File: config.mk
export PLATFORM = sky130hd
export DESIGN_NAME = hazard_stall_controller
export DESIGN_NICKNAME = d
export VERILOG_FILES = /design/src/rtl/hazard_stall_controller.sv
export SDC_FILE = /design/constraint.sdc
export NUM_CORES = 1
export LEC_CHECK = 0
export ABC_AREA = 1
export BUFFER_PORTS_ARGS = -buffer_cell sky130_fd_sc_hd__buf_2
export CAP_MARGIN = 0
export CORE_ASPECT_RATIO = 0.8
export CORE_MARGIN = 1
export CORE_UTILIZATION = 55
export DETAILED_ROUTE_END_ITERATION = 8
export GPL_TIMING_DRIVEN = 0
export PLACE_DENSITY = 0.8
export SETUP_SLACK_MARGIN = 0.02
export SKIP_CTS_REPAIR_TIMING = 1
export SLEW_MARGIN = 25
export SYNTH_ARGS = -nofsm -noshare
export SYNTH_HDL_FRONTEND = slang
export SYNTH_SLANG_ARGS = --single-unit
File: constraint.sdc
create_clock -name clk -period 2.4 [get_ports clk]
set_clock_uncertainty 0.05 [all_clocks]
set_input_delay 0.36 -clock clk [delete_from_list [all_inputs] [get_ports clk]]
set_output_delay 0.36 -clock clk [all_outputs]
set_load 0.005 [all_outputs]
File: src/rtl/hazard_stall_controller.sv
// -----------------------------------------------------------------------------
// hazard_stall_controller
//
// Purpose:
//   Hazard and stall sequencer for the 5-stage core. It sits beside the
//   forwarding unit and decides when IF/ID must hold, when EXE gets a bubble,
//   and when the whole pipeline freezes while the SRAM controller is busy.
//   A watchdog bounds the SRAM wait. Two saturating counters record stall
//   activity.
//
// Parameters:
//   CNT_W    width of each stall performance counter
//   TIMEOUT  maximum consecutive busy cycles tolerated before ERROR (>= 1)
//
// Ports:
//   clk, rst          core clock, synchronous active-high reset
//   fwd_en            forwarding enabled (1) / disabled (0)
//   src1_ID, src2_ID  source registers of the instruction in ID
//   two_src_ID        ID instruction really reads src2_ID
//   dest_EXE          destination register in EXE
//   wb_en_EXE         EXE instruction writes back
//   mem_r_en_EXE      EXE instruction is a load
//   dest_MEM          destination register in MEM
//   wb_en_MEM         MEM instruction writes back
//   mem_req_MEM       MEM instruction accesses SRAM
//   sram_ready        SRAM access completes this cycle
//   freeze_IF         hold PC and IF/ID register
//   freeze_ID         hold ID stage
//   bubble_EXE        load a NOP into ID/EXE
//   freeze_all        hold every pipeline register
//   mem_timeout       sticky watchdog flag
//   state_o           RUN=0, MEM_WAIT=1, ERROR=2
//   hazard_stall_cnt  cycles with bubble_EXE=1 (saturating)
//   mem_stall_cnt     cycles with freeze_all=1 (saturating)
// -----------------------------------------------------------------------------
module hazard_stall_controller #(
  parameter int CNT_W   = 16,
  parameter int TIMEOUT = 255
) (
  input  logic             clk,
  input  logic             rst,
  input  logic             fwd_en,
  input  logic [4:0]       src1_ID,
  input  logic [4:0]       src2_ID,
  input  logic             two_src_ID,
  input  logic [4:0]       dest_EXE,
  input  logic             wb_en_EXE,
  input  logic             mem_r_en_EXE,
  input  logic [4:0]       dest_MEM,
  input  logic             wb_en_MEM,
  input  logic             mem_req_MEM,
  input  logic             sram_ready,
  output logic             freeze_IF,
  output logic             freeze_ID,
  output logic             bubble_EXE,
  output logic             freeze_all,
  output logic             mem_timeout,
  output logic [1:0]       state_o,
  output logic [CNT_W-1:0] hazard_stall_cnt,
  output logic [CNT_W-1:0] mem_stall_cnt
);

  // Wait counter must be able to hold TIMEOUT itself.
  localparam int WAIT_W = (TIMEOUT < 1) ? 1 : $clog2(TIMEOUT + 1);
  localparam logic [WAIT_W:0] TIMEOUT_V = (WAIT_W + 1)'(TIMEOUT);

  localparam logic [1:0] ST_RUN      = 2'd0;
  localparam logic [1:0] ST_MEM_WAIT = 2'd1;
  localparam logic [1:0] ST_ERROR    = 2'd2;

  localparam int NUM_CNT = 2;

  // ---------------------------------------------------------------------------
  // RAW hazard detection
  // ---------------------------------------------------------------------------
  // r0 is hardwired to zero, so a write to it never creates a dependency.
  function automatic logic reg_match(
    input logic [4:0] dest,
    input logic [4:0] src1,
    input logic [4:0] src2,
    input logic       two_src
  );
    return (dest != 5'd0) && ((dest == src1) || (two_src && (dest == src2)));
  endfunction

  logic hz_exe;
  logic hz_mem;
  logic hazard;
  logic mem_busy;

  assign hz_exe = wb_en_EXE & reg_match(dest_EXE, src1_ID, src2_ID, two_src_ID);
  assign hz_mem = wb_en_MEM & reg_match(dest_MEM, src1_ID, src2_ID, two_src_ID);

  // With forwarding, only a load in EXE cannot be bypassed in time; without
  // it, any pending write in EXE or MEM must drain first.
  assign hazard   = fwd_en ? (hz_exe & mem_r_en_EXE) : (hz_exe | hz_mem);
  assign mem_busy = mem_req_MEM & ~sram_ready;

  // ---------------------------------------------------------------------------
  // Memory-wait state machine with watchdog
  // ---------------------------------------------------------------------------
  logic [1:0]        state_reg;
  logic [1:0]        state_next;
  logic [WAIT_W-1:0] wait_cnt_reg;
  logic [WAIT_W-1:0] wait_cnt_next;
  logic [WAIT_W:0]   wait_inc;
  logic              timeout_reg;
  logic              timeout_next;

  // One extra bit so the increment never wraps before the compare.
  assign wait_inc = {1'b0, wait_cnt_reg} + (WAIT_W + 1)'(1);

  always_comb begin
    state_next    = state_reg;
    wait_cnt_next = wait_cnt_reg;
    timeout_next  = timeout_reg;
    case (state_reg)
      ST_RUN: begin
        wait_cnt_next = '0;
        if (mem_busy) begin
          // The busy cycle seen in RUN is the first counted wait cycle.
          state_next    = ST_MEM_WAIT;
          wait_cnt_next = WAIT_W'(1);
        end
      end
      ST_MEM_WAIT: begin
        if (sram_ready) begin
          // Ready wins even if this cycle would have hit the limit.
          state_next    = ST_RUN;
          wait_cnt_next = '0;
        end else if (wait_inc >= TIMEOUT_V) begin
          state_next    = ST_ERROR;
          timeout_next  = 1'b1;
        end else begin
          wait_cnt_next = wait_inc[WAIT_W-1:0];
        end
      end
      ST_ERROR: begin
        // Terminal until reset.
        state_next = ST_ERROR;
      end
      default: begin
        state_next    = ST_RUN;
        wait_cnt_next = '0;
      end
    endcase
  end

  always_ff @(posedge clk) begin
    if (rst) begin
      state_reg    <= ST_RUN;
      wait_cnt_reg <= '0;
      timeout_reg  <= 1'b0;
    end else begin
      state_reg    <= state_next;
      wait_cnt_reg <= wait_cnt_next;
      timeout_reg  <= timeout_next;
    end
  end

  // ---------------------------------------------------------------------------
  // Stall outputs
  // ---------------------------------------------------------------------------
  logic freeze_all_raw;
  logic bubble_raw;
  logic hold_front_raw;

  always_comb begin
    freeze_all_raw = 1'b0;
    case (state_reg)
      ST_RUN:      freeze_all_raw = mem_busy;
      // Dropping in the ready cycle lets the pipeline advance as the data lands.
      ST_MEM_WAIT: freeze_all_raw = ~sram_ready;
      ST_ERROR:    freeze_all_raw = 1'b1;
      default:     freeze_all_raw = 1'b0;
    endcase
  end

  // A global freeze masks the bubble: inserting a NOP while EXE is held would
  // destroy the instruction sitting there.
  assign bubble_raw     = hazard & ~freeze_all_raw;
  assign hold_front_raw = freeze_all_raw | hazard;

  // Every output reads zero while reset is asserted.
  assign freeze_all  = ~rst & freeze_all_raw;
  assign bubble_EXE  = ~rst & bubble_raw;
  assign freeze_IF   = ~rst & hold_front_raw;
  assign freeze_ID   = ~rst & hold_front_raw;
  assign mem_timeout = ~rst & timeout_reg;
  assign state_o     = rst ? ST_RUN : state_reg;

  // ---------------------------------------------------------------------------
  // Saturating performance counters
  // ---------------------------------------------------------------------------
  // Index 0: hazard bubbles, index 1: global freeze cycles (ERROR included).
  logic [NUM_CNT-1:0] cnt_qual;

  assign cnt_qual[0] = bubble_EXE;
  assign cnt_qual[1] = freeze_all;

  genvar gi;
  generate
    for (gi = 0; gi < NUM_CNT; gi++) begin : g_cnt
      logic [CNT_W-1:0] cnt_reg;
      logic [CNT_W-1:0] cnt_next;

      always_comb begin
        cnt_next = cnt_reg;
        if (cnt_qual[gi] && (cnt_reg != {CNT_W{1'b1}})) begin
          cnt_next = cnt_reg + CNT_W'(1);
        end
      end

      always_ff @(posedge clk) begin
        if (rst) begin
          cnt_reg <= '0;
        end else begin
          cnt_reg <= cnt_next;
        end
      end
    end
  endgenerate

  assign hazard_stall_cnt = {CNT_W{~rst}} & g_cnt[0].cnt_reg;
  assign mem_stall_cnt    = {CNT_W{~rst}} & g_cnt[1].cnt_reg;

endmodule

Yosys cells after proc, flatten, opt, wreduce, memory -nomap -nowiden
Cells that the tools add are included.
{"block": "word_totals", "register_bits": 43, "input_bits": 29, "out_inout_bits": 39}
{"block": "op_classes", "n_addsub": 3, "n_lt_le_gt_ge": 1, "eq_ne": 11, "mux": 11, "bitwise_logic": 17, "n_reduce_logical": 14}
{"op": "$add 16x1->16 const B", "n": 2}
{"op": "$and 16x16->16", "n": 2}
{"op": "$ne 16x16->1 const B", "n": 2}
{"op": "$pmux 8 s3", "n": 1}
{"op": "$eq 5x5->1", "n": 4}
{"op": "$mux 8", "n": 2}
{"op": "$reduce_bool 5->1", "n": 2}
{"op": "$add 8x1->9 const B", "n": 1}
{"op": "$and 1x1->1", "n": 9}
{"op": "$ge 9x8->1 const B", "n": 1}
{"op": "$mux 2", "n": 4}
{"op": "$logic_and 1x1->1", "n": 6}
{"op": "$ne 3x3->1 const B", "n": 2}
{"op": "$pmux 2 s3", "n": 1}
{"op": "$not 1->1", "n": 4}
{"op": "$reduce_and 2->1", "n": 2}
{"op": "$pmux 1 s3", "n": 1}
{"op": "$reduce_and 3->1", "n": 1}
{"op": "$eq 2x1->1 const B", "n": 1}
{"op": "$eq 2x2->1 const B", "n": 1}
{"op": "$logic_not 2->1", "n": 1}
{"op": "$logic_or 1x1->1", "n": 2}
{"op": "$mux 1", "n": 2}
{"op": "$ne 2x2->1 const B", "n": 1}
{"op": "$or 1x1->1", "n": 2}

Logic depth before layout (Yosys ltp)
Gate-level depths: netlist (run 1).
{"block": "depth", "word_depth": 10, "mapped_depth": 15}

Worst setup path before layout (run 1)
No wires, ideal clock.
{"block": "synth_path", "path_type": "reg2reg", "start": "register wait_cnt_reg[0]", "end": "register wait_cnt_reg[5]", "setup_time_ns": 0.115, "arrival_ns": 1.619, "slack_ns": 0.616, "path_stages_with_launch": 14, "path_cell_list": "dfxtp_1 > inv_1 > ha_1 > nor2_1 > nor2_1 > nor2_1 > nand2_1 > nor2_1 > nand4_1 > nand2_1 > nand2_2 > buf_6 > a21oi_1 > nor2_1"}
{"block": "synth_via", "elab_chain_len": 4}
{"item": "start, declared", "line_no": "104", "rtl": "logic [WAIT_W-1:0] wait_cnt_reg;"}
{"item": "start signal, assigned", "line_no": "156", "rtl": "wait_cnt_reg <= wait_cnt_next;"}
{"item": "$add 8x1->9 *", "line_no": "111", "rtl": "assign wait_inc = {1'b0, wait_cnt_reg} + (WAIT_W + 1)'(1);"}
{"item": "$ge 9x8->1 / $mux 8 (equally long branches)", "line_no": "131", "rtl": "end else if (wait_inc >= TIMEOUT_V) begin"}
{"item": "$ne 3x3->1 (no line) / $mux 8 (equally long branches)"}
{"item": "$reduce_and 2->1 (no line) / $pmux 8 s3 (equally long branches)"}
Every way passes the cells marked *; elsewhere a longest branch is shown, timed or not. The select of a mux whose other input is x is not followed.
A chain may end at the register's enable or synchronous reset.

Final worst setup path (run 1)
{"block": "layout_path", "start": "input port rst", "end": "output port freeze_IF"}
{"block": "layout_via", "elab_chain_len": 2}
{"item": "start, declared", "line_no": "41", "rtl": "input logic rst,"}
{"item": "$not 1->1", "line_no": "187", "rtl": "assign freeze_IF = ~rst & hold_front_raw;"}
{"item": "$and 1x1->1", "line_no": "187"}
{"item": "end, declared", "line_no": "53", "rtl": "output logic freeze_IF,"}
Every way passes these cells.

==> results of run 1 <==
[power by group through the flow]
| stage | sequential, mW | combinational (mW) | clock (mW) |
|---|---|---|---|
| after floorplan | 0.740 | 0.107 | 0 |
| after global placement | 0.742 | 0.170 | 0 |
| after detailed placement | 0.743 | 0.175 | 0 |
| after CTS | 0.726 | 0.176 | 0.467 |
| after global routing | 0.727 | 0.198 | 0.491 |
| final | 0.726 | 0.177 | 0.461 |
[cells in the final DEF, fill, tap and decap left out, types with 12 or more instances in the layout]
cell     netlist  layout
buf_2          1      68
inv_1         79      79
nor3_1        12      12
a21oi_1       27      27
xor2_1        21      21
nor2_1        73      73
dfxtp_1       43      43
nand2_2       14      14
nand3_1       26      26
nand2_1      150     150
[Yosys cell counts, drive strengths merged]
master and instances:
buf 7, or2 1, inv 88, dfxtp 43, ha 4, o211ai 1, a31oi 1, o22ai 1
a21oi 38, xnor2 2, nor4 3, nand4 9, o21ai 10, nor2 78, nand3 30, xor2 21
nand2 164, nor3b 1, nor3 18, clkbuf 8, o21a 1
[layout make-up]
type	instances	area share, %
Clock inverter	3	0.402
Sequential cell	43	23.1
Multi-Input combinational cell	383	51.6
Timing Repair Buffer	67	8.99
Buffer	15	2.65
Clock buffer	5	1.84
Tap cell	78	2.62
Inverter	88	8.85
[kinds of logic (layout without fill, tap and decap cells)]
group / count (synthesis) / count (layout) / synth area share [%]
AOI/OAI and AO/OA: 52 / 52 / 9.85
xor gates and xnor gates: 23 / 23 / 6.27
adders and majority gates: 4 / 4 / 1.56
buffers and inverters: 103 / 178 / 13.4
DFF: 43 / 43 / 26.8
and+or+nand+nor: 304 / 304 / 42.2
[worst min-delay path: stages]
cell,delay (ns)
buf_2,0.10
nor2_1,0.05
nand4_1,0.10
o21ai_1,0.06
inv_1,0.04
[metrics by stage]
step,cells,utilization (%)
3_3_place_gp,674,66.0
6_report,682,67.5
5_1_grt,682,67.5
4_1_cts,682,67.5
2_1_floorplan,529,-
3_5_place_dp,674,66.0
[routing by layer]
layer	vias up	global-route usage (%)	part of all wire (%)
met4	0	5.10	0.88
met3	7	3.66	6.5
met1	1539	36.0	48
met2	111	44.8	45
li1	1780	-	-
met5	-	0	0
[worst paths after layout]
| kind | to | slack, ns | depth (start not counted) |
|---|---|---|---|
| worst max-delay path | freeze_IF | 0.25 | 6 |
| worst max register to register | g_cnt[1].cnt_reg[4] | 0.29 | 11 |
| worst min register to register | timeout_reg | 0.41 | 2 |
| worst min-delay path | g_cnt[1].cnt_reg[8] | 0.39 | 5 |
==> results.yml, run 1 <==
layout:
  fillerInstances: 554
  area_growth_pct: 16.1
  final_cell_area_um2: 3730
  num_antenna_cells: 0
  drive_gt1_share_pct: 22.4
  seq_area_um2: 861
  fin_nets: 636
  largest_register_ffs: 32
  multi_input_area_um2: 1920
route:
  wirelength_um: 7960
  vias_per_cell: 5.04
  drtAntennaViolNets: 0
  drt_first_pass_iters: 5
  drc: 0
  wl_per_cell_um: 11.7
  drt_iter0_markers: 173
  via_count: 3437
floorplanning:
  fp-row-count: 24
  dieArea_um2: 6160
  start_util_pct: 58.2
  core_um2: 5530
  io_pins: 68
  die_w_um: 87.5
  die_y_um: 70.4
synthesis:
  ys_seq_area_share_pct: 26.8
  synth_area_um2: 3210
  ys_warn_count: 0
  netlist.area_leader.share_pct: 26.8
  synth_seq_cells: 43
  synthCells: 529
  synth.area.top_cells: "dfxtp_1 27%, nand2_1 18%, inv_1 9.2%, nor2_1 8.5%, xor2_1 5.7%"
  ys_types: 35
  syn-num-nets: 562
  synth_largest_area_cell: "dfxtp_1"
  avgSynthCellArea_um2: 6.08
run_status:
  status: "finished clean"
global_route:
  grt_usage_pct: 26.5
  grt_pass1_wl_um: 13200
  antenna_found_initial: 0
  grt-ovfl-total: 0
  grt_pass1_vias: 3058
  grt_max_degree: 14
cts:
  cts_tree: "done"
  cts_max_path_buffers: 2
  cts-htree-levels: 2
  clkSinkCount: 43
  clockRootBuffer: "clkbuf_8"
  path_clk_slew_ns: 0.08
  cts_buffers: 5
  clk_latency_ns: 0.30
worst_setup_path:
  critical_path_class: "input pin to primary output"
  cp_data_required_time_ns: 1.99
  path_delay_family: "buffers and inverters"
  cp_slowest_cell: "clkbuf_1"
  start_kind: "input pin"
  crit_buf_inv: 5
  cp_max_fo: 10
  crit_start: "rst"
  worstPathArrival_ns: 1.74
  path_cells: "buf_2 > clkbuf_1 > clkbuf_1 > a31oi_1 > buf_4 > buf_2"
  critPathMaxStageDelay_ns: 0.49
  rr_startpoint: "g_cnt[1].cnt_reg[0]"
  crit_path_end_kind: "primary output"
timing:
  tightest_slew_ns: 0.690
  setup_viol: 0
  slew_headroom_pct: 54.0
  fin_crit_ns: 2.15
  finalHoldWorstSlack_ns: 0.387
  finalCritPeriodShare_pct: 89.5
  maxClockFrequency_mhz: 465
  fin_ws_ns: 0.252
  drv_slew: 0
  hold_viol_final: 0
  rsz0062_at_grt: "false"
  tns_ns: 0
placement:
  gp_congestion: 0.899
  placed_area_um2: 3650
  numPortBuffers: 67
  dpl.hpwl_um: 6190
  pre_cts_ws_ns: 0.249
power_and_ir_drop:
  power_density_nw_per_um2: 365
  ir_worst_vdd_mv: 0.273
  p_clk_share_pct: 33.8
  netSwitchingPower_uw: 382
  switching_share_pct: 28.0
  internal-power_uw: 982
  comb_power_share_pct: 13.0
  p_total_mw: 1.36
  seqPwrFrac_pct: 53.3
  power.leakage_nw: 1.82
worst_hold_path:
  worstHoldStart: "rst"
  hp-class: "input pin to register"
job:
  drv_cap: 0
(Power assumes the default switching activity.)
==> run 2: changes to the inputs <==
--- a/config.mk
+++ b/config.mk
@@ -10,10 +10,11 @@
 export CAP_MARGIN = 0
 export CORE_ASPECT_RATIO = 0.8
 export CORE_MARGIN = 1
-export CORE_UTILIZATION = 55
+export CORE_UTILIZATION = 57
+export CTS_BUF_LIST = sky130_fd_sc_hd__clkbuf_4 sky130_fd_sc_hd__clkbuf_8
 export DETAILED_ROUTE_END_ITERATION = 8
 export GPL_TIMING_DRIVEN = 0
-export PLACE_DENSITY = 0.8
+export PLACE_DENSITY = 0.83
 export SETUP_SLACK_MARGIN = 0.02
 export SKIP_CTS_REPAIR_TIMING = 1
 export SLEW_MARGIN = 25
==> run 2 against run 1 <==
Compared with the run above:
- die area down 3.4%
- via count up 0.84%
- hold slack better by 0.014 ns
- cell count unchanged
- global-route usage up 1.5 points
- count of clock-buffer cells in the layout up 1
- first-iteration DRC count up 43%
- sequential power about the same
- routed wire length about the same
- sequential share of layout area down 0.21 points
- critical path depth unchanged
- largest power group unchanged
==> results.yml, run 2 (same netlist as run 1, synthesis figures left out) <==
route:
  drc: 0
  drtAntennaViolNets: 0
  vias_per_cell: 5.08
  drt_first_pass_iters: 4
  drt_iter0_markers: 247
  wirelength_um: 7960
  wl_per_cell_um: 11.7
  via_count: 3466
cts:
  cts_tree: "done"
  path_clk_slew_ns: 0.09
  cts-htree-levels: 2
  clkSinkCount: 43
  cts_buffers: 5
  clk_latency_ns: 0.30
  cts_max_path_buffers: 2
  clockRootBuffer: "clkbuf_8"
timing:
  drv_slew: 0
  finalHoldWorstSlack_ns: 0.401
  tightest_slew_ns: 0.723
  finalCritPeriodShare_pct: 93.2
  tns_ns: 0
  rsz0062_at_grt: "false"
  fin_ws_ns: 0.163
  maxClockFrequency_mhz: 447
  hold_viol_final: 0
  setup_viol: 0
  fin_crit_ns: 2.24
  slew_headroom_pct: 51.8
global_route:
  grt-ovfl-total: 0
  grt_pass1_vias: 3119
  grt_max_degree: 14
  antenna_found_initial: 0
  grt_pass1_wl_um: 13700
  grt_usage_pct: 28.0
layout:
  num_antenna_cells: 0
  mostFrequentLayoutCells: "150 x nand2_1, 79 x inv_1, 73 x nor2_1, 68 x buf_2, 43 x dfxtp_1"
  layout_commonest_cell: "nand2_1"
  fillerInstances: 489
  largest_register_ffs: 32
  instances_no_fill: 682
  drive_gt1_share_pct: 22.4
  area_growth_pct: 17.1
  fin_nets: 636
power_and_ir_drop:
  ir_worst_vdd_mv: 0.279
  power_density_nw_per_um2: 399
  power.leakage_nw: 1.84
  p_total_mw: 1.50
worst_hold_path:
  hp-class: "input pin to register"
placement:
  gp_congestion: 0.903
  dpl.hpwl_um: 5970
  dp_cells: 674
  numPortBuffers: 67
  pre_cts_ws_ns: 0.203
floorplanning:
  die_y_um: 69.2
  fp-row-count: 24
  die_w_um: 86.0
  core_um2: 5440
  start_util_pct: 59.1
  io_pins: 68
  dieArea_um2: 5950
worst_setup_path:
  cp_max_fo: 10
  crit_path_end_kind: "primary output"
  start_kind: "input pin"
  cp_data_required_time_ns: 1.99
  worstPathArrival_ns: 1.83
  critical_path_class: "input pin to primary output"
run_status:
  status: "finished clean"
job:
  drv_cap: 0
[run 2: final cells by class]
class                           count  area (um^2)  area share [%]
Buffer                             15         98.8            2.63
Clock buffer                        6         82.6            2.19
Clock inverter                      2         35.0           0.931
Inverter                           88          330            8.77
Multi-Input combinational cell    383         1920            51.1
Sequential cell                    43          861            22.9
Tap cell                           78         97.6            2.59
Timing Repair Buffer               67          335            8.91
[run 2: critical path, cell delays in order]
cell and delay, ns:
buf_2 0.11, clkbuf_1 0.37, clkbuf_1 0.53, a31oi_1 0.17, buf_4 0.18, buf_2 0.11
[run 2: worst paths after layout]
kind / startpoint / end / slack [ns] / depth (start not counted)
worst max-delay path: rst / freeze_IF / 0.16 / 6
worst min-delay path: rst / g_cnt[1].cnt_reg[8] / 0.40 / 5
worst max register to register: g_cnt[1].cnt_reg[0] / g_cnt[1].cnt_reg[4] / 0.27 / 11
worst min register to register: timeout_reg / timeout_reg / 0.42 / 2
[run 2: where the power goes]
part / internal (mW) / leakage (nW) / switching (mW)
Combinational: 0.0634 / 1.43 / 0.113
Clock: 0.337 / 0.0612 / 0.261
Sequential: 0.718 / 0.347 / 0.00756
[run 2: per-stage QoR]
stage / utilization [%] / cell area (um^2)
2_1_floorplan: - / 3210
3_3_place_gp: 67.1 / 3650
3_5_place_dp: 67.1 / 3650
4_1_cts: 69.3 / 3760
5_1_grt: 69.3 / 3760
6_report: 69.3 / 3760
[run 2: layer usage]
metal,global-route usage [%],share of wire [%],vias to the layer above
met3,4.19,6.5,8
met4,5.93,0.82,0
met2,45.4,45,127
met5,0,0,-
li1,-,-,1779
met1,39.2,48,1552
